--- src/rtl/alu_issue_ctrl.sv ---
// Issue controller for a combinational RV ALU: decodes one request, drives registered ALU
// operands for one EXEC cycle, then holds the captured result until the response handshake.
module alu_issue_ctrl #(
  parameter int unsigned DATA_W = 64,
  parameter int unsigned SEL_W  = 6
) (
  input  logic              clk,
  input  logic              rst_n,
  input  logic              req_valid,
  output logic              req_ready,
  input  logic [6:0]        req_opcode,
  input  logic [2:0]        req_funct3,
  input  logic              req_funct7_5,
  input  logic [DATA_W-1:0] req_rs1,
  input  logic [DATA_W-1:0] req_rs2,
  input  logic [DATA_W-1:0] req_imm,
  output logic [SEL_W-1:0]  alu_ctl,
  output logic [DATA_W-1:0] alu_a,
  output logic [DATA_W-1:0] alu_b,
  input  logic [DATA_W-1:0] alu_out,
  input  logic              alu_zero,
  output logic              rsp_valid,
  input  logic              rsp_ready,
  output logic [DATA_W-1:0] rsp_result,
  output logic              rsp_taken,
  output logic              rsp_illegal
);

  localparam logic [SEL_W-1:0] AluAdd = SEL_W'(1);
  localparam logic [SEL_W-1:0] AluSub = SEL_W'(2);
  localparam logic [SEL_W-1:0] AluAnd = SEL_W'(3);
  localparam logic [SEL_W-1:0] AluOr  = SEL_W'(4);
  localparam logic [SEL_W-1:0] AluXor = SEL_W'(5);

  localparam logic [6:0] OpReg    = 7'b0110011;
  localparam logic [6:0] OpImm    = 7'b0010011;
  localparam logic [6:0] OpLoad   = 7'b0000011;
  localparam logic [6:0] OpStore  = 7'b0100011;
  localparam logic [6:0] OpBranch = 7'b1100011;

  typedef enum logic [1:0] {StIdle, StExec, StResp} state_e;
  typedef enum logic [1:0] {BrNone, BrEq, BrNe} br_e;

  state_e            state_q, state_d;
  br_e               br_q, br_d;
  logic [SEL_W-1:0]  ctl_q, ctl_d;
  logic [DATA_W-1:0] a_q, a_d, b_q, b_d;
  logic [DATA_W-1:0] res_q, res_d;
  logic              taken_q, taken_d;
  logic              ill_q, ill_d;

  logic              dec_legal;
  logic [SEL_W-1:0]  dec_ctl;
  logic [DATA_W-1:0] dec_b;
  br_e               dec_br;

  always_comb begin
    dec_legal = 1'b0;
    dec_ctl   = AluAdd;
    dec_b     = req_rs2;
    dec_br    = BrNone;
    case (req_opcode)
      OpReg, OpImm: begin
        dec_b     = (req_opcode == OpReg) ? req_rs2 : req_imm;
        dec_legal = 1'b1;
        case (req_funct3)
          3'b000:  dec_ctl = (req_opcode == OpReg && req_funct7_5) ? AluSub : AluAdd;
          3'b111:  dec_ctl = AluAnd;
          3'b110:  dec_ctl = AluOr;
          3'b100:  dec_ctl = AluXor;
          default: dec_legal = 1'b0;
        endcase
      end
      OpLoad, OpStore: begin
        dec_legal = 1'b1;
        dec_ctl   = AluAdd;
        dec_b     = req_imm;
      end
      OpBranch: begin
        dec_ctl = AluSub;
        dec_b   = req_rs2;
        case (req_funct3)
          3'b000: begin
            dec_legal = 1'b1;
            dec_br    = BrEq;
          end
          3'b001: begin
            dec_legal = 1'b1;
            dec_br    = BrNe;
          end
          default: dec_legal = 1'b0;
        endcase
      end
      default: dec_legal = 1'b0;
    endcase
  end

  // Illegal requests skip EXEC and leave the ALU operand registers untouched.
  always_comb begin
    state_d = state_q;
    br_d    = br_q;
    ctl_d   = ctl_q;
    a_d     = a_q;
    b_d     = b_q;
    res_d   = res_q;
    taken_d = taken_q;
    ill_d   = ill_q;
    unique case (state_q)
      StIdle: begin
        if (req_valid) begin
          if (dec_legal) begin
            ctl_d   = dec_ctl;
            a_d     = req_rs1;
            b_d     = dec_b;
            br_d    = dec_br;
            state_d = StExec;
          end else begin
            res_d   = '0;
            taken_d = 1'b0;
            ill_d   = 1'b1;
            state_d = StResp;
          end
        end
      end
      StExec: begin
        res_d = alu_out;
        case (br_q)
          BrEq:    taken_d = alu_zero;
          BrNe:    taken_d = ~alu_zero;
          default: taken_d = 1'b0;
        endcase
        ill_d   = 1'b0;
        state_d = StResp;
      end
      StResp: begin
        if (rsp_ready) state_d = StIdle;
      end
      default: state_d = StIdle;
    endcase
  end

  always_ff @(posedge clk or negedge rst_n) begin
    if (!rst_n) begin
      state_q <= StIdle;
      br_q    <= BrNone;
      ctl_q   <= '0;
      a_q     <= '0;
      b_q     <= '0;
      res_q   <= '0;
      taken_q <= 1'b0;
      ill_q   <= 1'b0;
    end else begin
      state_q <= state_d;
      br_q    <= br_d;
      ctl_q   <= ctl_d;
      a_q     <= a_d;
      b_q     <= b_d;
      res_q   <= res_d;
      taken_q <= taken_d;
      ill_q   <= ill_d;
    end
  end

  assign req_ready   = (state_q == StIdle);
  assign rsp_valid   = (state_q == StResp);
  assign alu_ctl     = ctl_q;
  assign alu_a       = a_q;
  assign alu_b       = b_q;
  assign rsp_result  = res_q;
  assign rsp_taken   = taken_q;
  assign rsp_illegal = ill_q;

endmodule

--- config.mk ---
export PLATFORM = sky130hd
export DESIGN_NAME = alu_issue_ctrl
export DESIGN_NICKNAME = d
export VERILOG_FILES = /design/src/rtl/alu_issue_ctrl.sv
export SDC_FILE = /design/constraint.sdc
export NUM_CORES = 1
export LEC_CHECK = 0
export CORE_AREA = 4 4 181 183
export DETAILED_ROUTE_END_ITERATION = 10
export DIE_AREA = 0 0 185 187
export MAX_ROUTING_LAYER = met4
export SYNTH_ARGS = -nofsm -noshare
export SYNTH_HDL_FRONTEND = slang
export SYNTH_SLANG_ARGS = --single-unit
--- constraint.sdc ---
create_clock -name clk -period 3.29 [get_ports clk]
set_clock_uncertainty 0.05 [all_clocks]
set_input_delay 0.658 -clock clk [delete_from_list [all_inputs] [get_ports clk]]
set_output_delay 0.658 -clock clk [all_outputs]
set_load 0.01 [all_outputs]
==> results of run 1 <==
## state kept, by name, summed over array words and instances, names as in the netlist
name	count
rsp_result	64
state_q	2
rsp_illegal	1
rsp_taken	1
alu_ctl	3
alu_a	64
br_q	2
alu_b	64
## cells by family (layout without fill, tap and decap cells)
group | after synthesis | count (layout) | share of synthesized area (%)
muxes | 261 | 261 | 32.5
AOI/OAI and AO/OA | 80 | 80 | 5.17
buffers and inverters | 54 | 538 | 3.81
and+or+nand+nor | 19 | 19 | 1.30
other | 1 | 7 | 0.0427
DFF | 201 | 201 | 57.2
## cell usage after synthesis, types with 2 or more instances
master	instances	area, µm²
buf_6	11	124
nand3_1	2	10.0
nor2_1	4	15.0
buf_2	16	80.1
nand2b_1	2	12.5
a21oi_1	67	335
nand2_1	2	7.51
a31oi_1	2	12.5
and2_1	2	12.5
inv_1	7	26.3
mux2_2	106	1190
mux2i_1	67	671
dfrtp_1	201	5030
mux2_1	88	991
buf_4	8	60.1
clkbuf_1	11	41.3
## through the flow
| stage | cell area (µm²) | utilization, % |
|---|---|---|
| floorplan | 8800 | - |
| global placement | 13900 | 44.7 |
| detailed placement | 13900 | 44.7 |
| CTS | 14800 | 47.4 |
| global route | 14800 | 47.5 |
| finish | 14800 | 47.5 |
## final cells by class
class / instances / area, µm² / share of cell area [%]
Antenna cell: 4 / 10.0 / 0.0675
Clock buffer: 34 / 699 / 4.72
Clock inverter: 12 / 168 / 1.13
Inverter: 7 / 26.3 / 0.177
Multi-Input combinational cell: 363 / 3450 / 23.3
Sequential cell: 201 / 5030 / 33.9
Tap cell: 402 / 503 / 3.39
Timing Repair Buffer: 485 / 4930 / 33.3
## routing by layer
metal,global-route usage [%],up-vias
met5,-,-
met4,3.02,0
met3,6.11,25
met2,29.8,299
met1,20.0,3315
li1,-,3152
## worst max-delay path, cell delays in order, from the launching register on
cell	delay (ns)
dfrtp_1	0.43
nand2b_1	0.18
inv_1	0.12
clkdlybuf4s50_1	0.58
## report_power, final
part	switching [µW]	internal, µW
combinational	573	1010
clock	1090	1800
sequential	150	2770
## path summary, 6_finish.rpt
| path | startpoint | end | slack (ns) | cells after the start |
|---|---|---|---|---|
| setup / recovery | state_q[0] | rsp_valid | 0.76 | 3 |
| hold / removal | rst_n | alu_a[37] | 0.02 | 1 |
| setup reg to reg | state_q[0] | alu_a[60] | 1.22 | 6 |
| hold reg to reg | alu_a[14] | alu_a[14] | 0.43 | 1 |
| max in group asynchronous | rst_n | rsp_result[5] | 2.39 | 2 |
| min in group clk | alu_a[14] | alu_a[14] | 0.43 | 1 |
==> impl_results.md, run 1 <==
- Status: finished clean
- Placed cell count: 1458
- Die ar.: 0.0346 mm²
- Synthesized netlist cell count: 616
- Worst Hold Slack: around 0.024 ns
- Sink Count: between 200 and 250
- Slew margin rel.: 43.0%
- Post-DP HPWL: 22900 µm
- Endpoint type of the worst setup path: output port
- Antenna-violating nets left: 0
- Clock Latency Late Sink: 0.52 ns
- Nets: 1355
- Via density: 4.50
- Setup Buffers After CTS: 0
- CTS Buf Count: 25
- Syn Std Cell Area: ~0.009 mm²
- RD Place Congestion: 0.794
- RSZ-0062 raised after global routing: false
- Largest net degree at the start of global routing: 73
- CTS max path bufs: 3
- Detailed-route via count: around 6800
- Fraction of registers with async set/reset: 100%
- Post-Layout Cell Count: 1508
- First-pass GRT wire length: 45600 µm
- Hold violation count in the final report: 0
- Row count: 65
- CTS tree: yes
- Hold crit path type: in -> async
- CP Max Fanout: 3
- Sequential element share of the synthesized area: 57.2%
- Pwr Density: ~500 mW/mm²
- Final Max Slew Viols: 0
- Worst Max-Slew Pin Slew: 0.855 ns
- Final Total Pwr: 7400 µW
- Setup ws final: 0.763 ns
- Grt total ovfl: 0
- Vias in the first global route: 7539
- Root Driver: clkbuf_16
- Count of flip-flops with a built-in enable after synthesis: 0
- Critical path class: reg -> out
- Chip Width: roughly 190 µm
- Initial core utilization: 28.2%
- Die span in y: 187 µm
- Setup TNS: 0 ns
- Critical path required time: 2.58 ns
- H-tree levels: 1
- Final min period: 2.53 ns
- PostCTS Resize Cnt: 0
- Layout cell share with drive strength beyond 1: 15.5%
- Hold_buf cts: 0
- Top sig layer: met4
- Commonest non-fill, non-tap cell in the layout: clkdlybuf4s50_1
- DRC Markers: 0
- IO Pins: ~470
- Crit share post-route: 76.8%
- Yosys cell types: 36
- Most frequent cells in the layout: 469 x clkdlybuf4s50_1, 201 x dfrtp_1, 106 x mux2_2, 88 x mux2_1
- Drt wl/cell: 20.2 µm
- # setup viols final: 0
- Fmax: 396 MHz
- Worst-path clk slew: approximately 0.06 ns
- Register bit total from synthesis: 201
- Critical Path Source Type: register
- IR drop worst, VDD: 339 µV
- Avg Cell Area, Syn: roughly 14 µm²
- Port bufs: 470
- P&R area growth vs syn: 68.6%
- Worst slack, placed: 0.301 ns
- Placeable core area: 0.0312 mm²
- Initial DRT Pass Iterations: 4
- Synth Warn #: 0
- GRT Total Usage: between 15 and 20%
- Met2 Wirelength: 15200 µm
- First DRT Iteration DRCs: 164
- Initial antenna violation count: 4
- Met3 WL: 2970 µm
- Post-Route M1 WL: 12000 µm
- Routed WL: 30500 µm
- Layout fillers: 2854
- Critical Path AT: 1.82 ns
- Lkg Pwr: 0.00682 µW
- Number of max-cap violations: 0
- Post-synth top flop: dfrtp_1
No activity file was read; power rests on OpenSTA's default activity.
==> inputs of run 2 (changes only) <==
--- a/config.mk
+++ b/config.mk
@@ -5,9 +5,9 @@
 export SDC_FILE = /design/constraint.sdc
 export NUM_CORES = 1
 export LEC_CHECK = 0
-export CORE_AREA = 4 4 181 183
+export CORE_AREA = 4 4 183 185
 export DETAILED_ROUTE_END_ITERATION = 10
-export DIE_AREA = 0 0 185 187
+export DIE_AREA = 0 0 187 189
 export MAX_ROUTING_LAYER = met4
 export SYNTH_ARGS = -nofsm -noshare
 export SYNTH_HDL_FRONTEND = slang
==> constraint.sdc (replaced) <==
create_clock -name clk -period 2.5 [get_ports clk]
set_clock_uncertainty 0.05 [all_clocks]
set_input_delay 0.5 -clock clk [delete_from_list [all_inputs] [get_ports clk]]
set_output_delay 0.5 -clock clk [all_outputs]
set_load 0.01 [all_outputs]
==> run 2 against run 1 <==
  * Sequential share of layout area decreased by 0.67 points
  * Core utilization decreased by 0.28 points
  * Clock-buffer cell count increased by 7
  * Combinational power increased by 35%
  * Critical path depth decreased by 1
  * Design area increased by 2.0%
  * Register-to-register slack got worse by 0.64 ns
  * Clock power increased by 17%
  * Routed wire length increased by 2.2%
  * First-iteration DRC count increased by 23%
  * Flip-flop and latch count unchanged
  * Critical path type unchanged
  * Highest routed layer unchanged
==> impl_results.md, run 2 (synthesis results as in run 1) <==
- Status: finished clean
- Setup TNS: 0 ns
- Grt total ovfl: 0
- Initial antenna violation count: 8
- CTS max path bufs: 3
- Nets: 1388
- Worst slack, placed: -0.270 ns
- Delay-heaviest family, CP: buffers and inverters
- Row count: 66
- Crit share post-route: 90.4%
- CP Max Fanout: 3
- Initial DRT Pass Iterations: 4
- RSZ-0062 raised after global routing: false
- Clock Latency Late Sink: 0.51 ns
- Sink Count: 201
- Endpoint type of the worst setup path: output port
- Terminus of the critical flop-to-flop path: alu_a[26]
- Cells on Worst Hold Path: 1
- Drt wl/cell: 20.1 µm
- Placeable core area: roughly 0.032 mm²
- Slowest cell delay on critical path: 0.60 ns
- H-tree levels: 1
- Root Driver: clkbuf_16
- Pwr Density: 620 mW/mm²
- CP Cell Sequence: nor2_1 > clkdlybuf4s50_1
- # setup viols final: 0
- Lkg Pwr: 0.00697 µW
- Slowest-stage cell, CP: clkdlybuf4s50_1
- Chip Width: roughly 190 µm
- Final min period: 2.26 ns
- Worst path bufs/invs: 1
- DRC Markers: 0
- Detailed-route via count: 6947
- CTS tree: yes
- Critical Path AT: approximately 1.7 ns
- R2r worst-path depth: 6
- First DRT Iteration DRCs: 202
- Routed WL: around 31000 µm
- Layout cell share with drive strength beyond 1: 17.2%
- Hold violation count in the final report: 0
- GRT Total Usage: between 10% and 20%
- Hold crit path type: reg -> reg
- Die ar.: 0.0353 mm²
- Critical path class: reg -> out
- Most frequent cells in the layout: 469 x clkdlybuf4s50_1, 201 x dfrtp_1, 106 x mux2_2, 88 x mux2_1
- P&R area growth vs syn: 72.0%
- Port bufs: 470
- Post-DP HPWL: 23900 µm
- Via density: 4.49
- Commonest non-fill, non-tap cell in the layout: clkdlybuf4s50_1
- Die span in y: 189 µm
- First-pass GRT wire length: around 47000 µm
- Final Max Slew Viols: 0
- Hold Path End: alu_b[27]
- Setup Buffers After CTS: 0
- R2R Setup Slk: 0.58 ns
- Vias in the first global route: 7689
- CTS Buf Count: 25
- Antenna-violating nets left: 0
- Worst-path clk slew: 0.06 ns
- Number of max-cap violations: 0
- Layout fillers: slightly below 3000
- RD Place Congestion: 0.787
- Largest net degree at the start of global routing: between 60 and 70
- IR drop worst, VDD: between 500 and 600 µV
- IO Pins: 474
- Fmax: around 440 MHz
- Critical Path Source Type: register
- Initial core utilization: between 20% and 30%
- Setup ws final: 0.240 ns
- Hold_sp: alu_b[27]
- Worst R2R Start: state_q[0]
- Critical path required time: 1.95 ns
## run 2: worst reg2reg max path: stages, from the launching register on
cell and delay [ns]:
dfrtp_1 0.41, nor2_1 0.19, nand2_1 0.16, a211oi_4 0.22
buf_12 0.23, buf_12 0.21, mux2_2 0.35
## run 2: report_power, final
group | leakage (µW) | internal [µW] | switching (µW)
clock network | 0.000367 | 2010 | 1380
logic | 0.00389 | 1360 | 771
registers | 0.00270 | 3650 | 204
## run 2: cell type report
class | count | area (µm²) | area share (%)
Tap cell | 408 | 510 | 3.38
Clock inverter | 2 | 12.5 | 0.0828
Sequential cell | 201 | 5030 | 33.3
Multi-Input combinational cell | 363 | 3450 | 22.8
Antenna cell | 8 | 20.0 | 0.132
Inverter | 7 | 26.3 | 0.174
Clock buffer | 41 | 746 | 4.93
Timing Repair Buffer | 518 | 5320 | 35.2
## run 2: worst max path at each step
stage                   from        end  slack, ns  cells past startpoint
2_1_floorplan  req_opcode[2]  alu_b[10]       0.27                      6
4_1_cts           state_q[0]  req_ready       0.20                      2
5_1_grt           state_q[1]  req_ready       0.13                      2
3_3_place_gp   req_opcode[2]  alu_b[59]      -0.25                      8
3_5_place_dp   req_opcode[2]  alu_b[60]      -0.27                      8
6_report          state_q[0]  req_ready       0.24                      2
## run 2: timing repair
item | CTS | global route
endpoints found under the hold margin | 46 | 0
gates resized for setup | 0 | 0
hold buffers | 1 | 0
## run 2: metal layers
metal	track usage, %	routed length (µm)	part of all wire [%]	vias to the layer above
met2	29.5	15400	49	303
met3	6.54	2850	9.1	36
met5	-	0	0	-
met1	19.9	12300	40	3401
met4	4.04	598	1.9	0
li1	-	-	-	3207
## run 2: through the flow
step                instances  utilization, %  power (µW)  hold WS [ns]  instance area (µm²)
floorplan                 618               -        4530         0.154                 8800
global placement         1496            44.7        6050         0.417                14300
detailed placement       1496            44.7        6080         0.424                14300
CTS                      1540            47.1        9550         0.436                15100
global route             1548            47.2        9840         0.444                15100
finish                   1548            47.2        9380         0.430                15100
==> inputs of run 3 (changes only) <==
--- a/config.mk
+++ b/config.mk
@@ -5,9 +5,9 @@
 export SDC_FILE = /design/constraint.sdc
 export NUM_CORES = 1
 export LEC_CHECK = 0
-export CORE_AREA = 4 4 183 185
+export CORE_AREA = 4 4 184 186
 export DETAILED_ROUTE_END_ITERATION = 10
-export DIE_AREA = 0 0 187 189
+export DIE_AREA = 0 0 188 190
 export MAX_ROUTING_LAYER = met4
 export SYNTH_ARGS = -nofsm -noshare
 export SYNTH_HDL_FRONTEND = slang
==> run 3 against run 2 <==
  * Critical path depth increased by 1
  * Core utilization fell by 0.41 points
  * Non-clock buffer count shrank 6
  * Routed wire length increased by 1.3%
  * Setup slack lost 0.032 ns
  * Clock-buffer cell count down 3
  * Sequential share of layout area barely moved
  * Design area barely moved
  * Global-route usage is essentially flat
  * Clock power rose by 5.9%
  * Sequential power about the same
  * Hold slack hardly changed
==> impl_results.md, run 3 (synthesis results as in run 1) <==
- GRT Total Usage: about 17%
- First DRT Iteration DRCs: 155
- Critical path required time: 1.95 ns
- RD Place Congestion: 0.809
- Hold crit path type: reg -> reg
- Slowest-stage cell, CP: clkdlybuf4s50_1
- Slew margin rel.: 65.0%
- Clock Latency Late Sink: 0.51 ns
- Antenna-violating nets left: 0
- Root Driver: clkbuf_16
- First-pass GRT wire length: about 47000 µm
- Critical Path Source Type: register
- # setup viols final: 0
- Commonest non-fill, non-tap cell in the layout: clkdlybuf4s50_1
- Die ar.: 0.0357 mm²
- CP Max Fanout: 3
- CTS tree: yes
- Critical Path AT: roughly 1.7 ns
- Post-DP HPWL: 24400 µm
- Largest net degree at the start of global routing: 67
- Fmax: 436 MHz
- Worst-path clk slew: 0.06 ns
- H-tree levels: 1
- RSZ-0062 raised after global routing: false
- DP Area: 0.0143 mm²
- Initial DRT Pass Iterations: 4
- Most frequent cells in the layout: 469 x clkdlybuf4s50_1, 201 x dfrtp_1, 106 x mux2_2, 88 x mux2_1
- Detailed-route via count: 6877
- DRC Markers: 0
- Initial core utilization: 27.2%
- Endpoint type of the worst setup path: output port
- Final Max Slew Viols: 0
- Status: finished clean
- Nets: 1382
- Row count: 66
- Die span in y: between 150 and 200 µm
- Final min period: 2.29 ns
- End-of-flow core utilization: 46.8%
- Worst slack, placed: -0.184 ns
- CTS Buf Count: 25
- Slowest cell delay on critical path: approximately 0.56 ns
- Initial antenna violation count: 2
- Setup ws final: 0.208 ns
- CP Cell Sequence: nand2b_1 > inv_1 > clkdlybuf4s50_1
- Grt total ovfl: 0
- Number of max-cap violations: 0
- Vias in the first global route: about 7500
- Hold violation count in the final report: 0
- P&R area growth vs syn: 71.8%
- PostCTS Resize Cnt: 0
- Placeable core area: about 0.032 mm²
- Chip Width: between 150 and 200 µm
- Crit share post-route: 91.7%
- Setup TNS: 0 ns
- Worst Max-Slew Pin Slew: 0.525 ns
- Layout fillers: between 2000 and 3000
- Layout cell share with drive strength beyond 1: between 10% and 20%
- Routed WL: 31600 µm
- Lkg Pwr: 0.00695 µW
- Drt wl/cell: 20.1 µm
- CTS max path bufs: 3
- Sink Count: 201
- Via density: 4.37
- IO Pins: 474
- Pwr Density: 634 mW/mm²
- Port bufs: 470
- IR drop worst, VDD: 472 µV
- Final Total Pwr: 9570 µW
- Critical path class: reg -> out
- Post-route design area: 0.0151 mm²
run 3: cell count changes in the layout (fill, tap and decap cells not counted):
cell and change:
clkbuf_1 -2, clkinvlp_4 -1, diode_2 -5, bufinv_16 +2, clkbuf_8 -1, clkinv_4 +1
buf_4 -2, clkinv_2 +2, buf_12 -4
run 3: cell type report:
cell class                      instances  area [µm²]  area share (%)
Tap cell                              442         553            3.66
Clock inverter                          6        83.8           0.555
Sequential cell                       201        5030            33.3
Timing Repair Buffer                  512        5230            34.6
Antenna cell                            3        7.51          0.0497
Multi-Input combinational cell        363        3450            22.9
Clock buffer                           38         724            4.80
Inverter                                7        26.3           0.174
run 3: worst paths after layout:
check                                start        endpoint  slack, ns  cells past startpoint
max in group asynchronous            rst_n  rsp_result[29]       1.17                      3
worst max register to register  state_q[0]       alu_a[31]       0.52                      6
worst min register to register   alu_b[29]       alu_b[29]       0.43                      1
worst min-delay path             alu_b[29]       alu_b[29]       0.43                      1
worst max-delay path            state_q[0]       rsp_valid       0.21                      3
min in group asynchronous            rst_n       alu_a[37]       0.48                      2
run 3: metal layers:
| layer | global-route usage, % | vias to the layer above | wire length [µm] |
|---|---|---|---|
| li1 | - | 3193 | - |
| met1 | 19.5 | 3334 | 12100 |
| met2 | 29.8 | 304 | 15700 |
| met3 | 6.81 | 46 | 3100 |
| met4 | 3.59 | 0 | 649 |
| met5 | - | - | 0 |
run 3: repair_timing:
action	in CTS	in global routing
endpoints found under the hold margin	48	0
setup endpoints to repair	0	0
setup buffers	0	0
hold buffers	1	0
run 3: power breakdown:
| group | switching (µW) | leakage (µW) | internal (µW) |
|---|---|---|---|
| Clock | 1400 | 0.000398 | 2190 |
| Sequential | 208 | 0.00270 | 3650 |
| Combinational | 768 | 0.00385 | 1350 |
| Total | 2380 | 0.00695 | 7190 |
run 3: worst max-delay path: cells and delay by family, from the launching register on:
kind	cells	cell delay, ns
DFF	1	0.42
and+or+nand+nor	1	0.18
buffers and inverters	2	0.62
run 3: through the flow:
step | std cells | hold slack (ns)
global placement | 1524 | 0.417
detailed placement | 1524 | 0.424
CTS | 1569 | 0.436
floorplan | 618 | 0.154
finish | 1572 | 0.431
global route | 1571 | 0.444
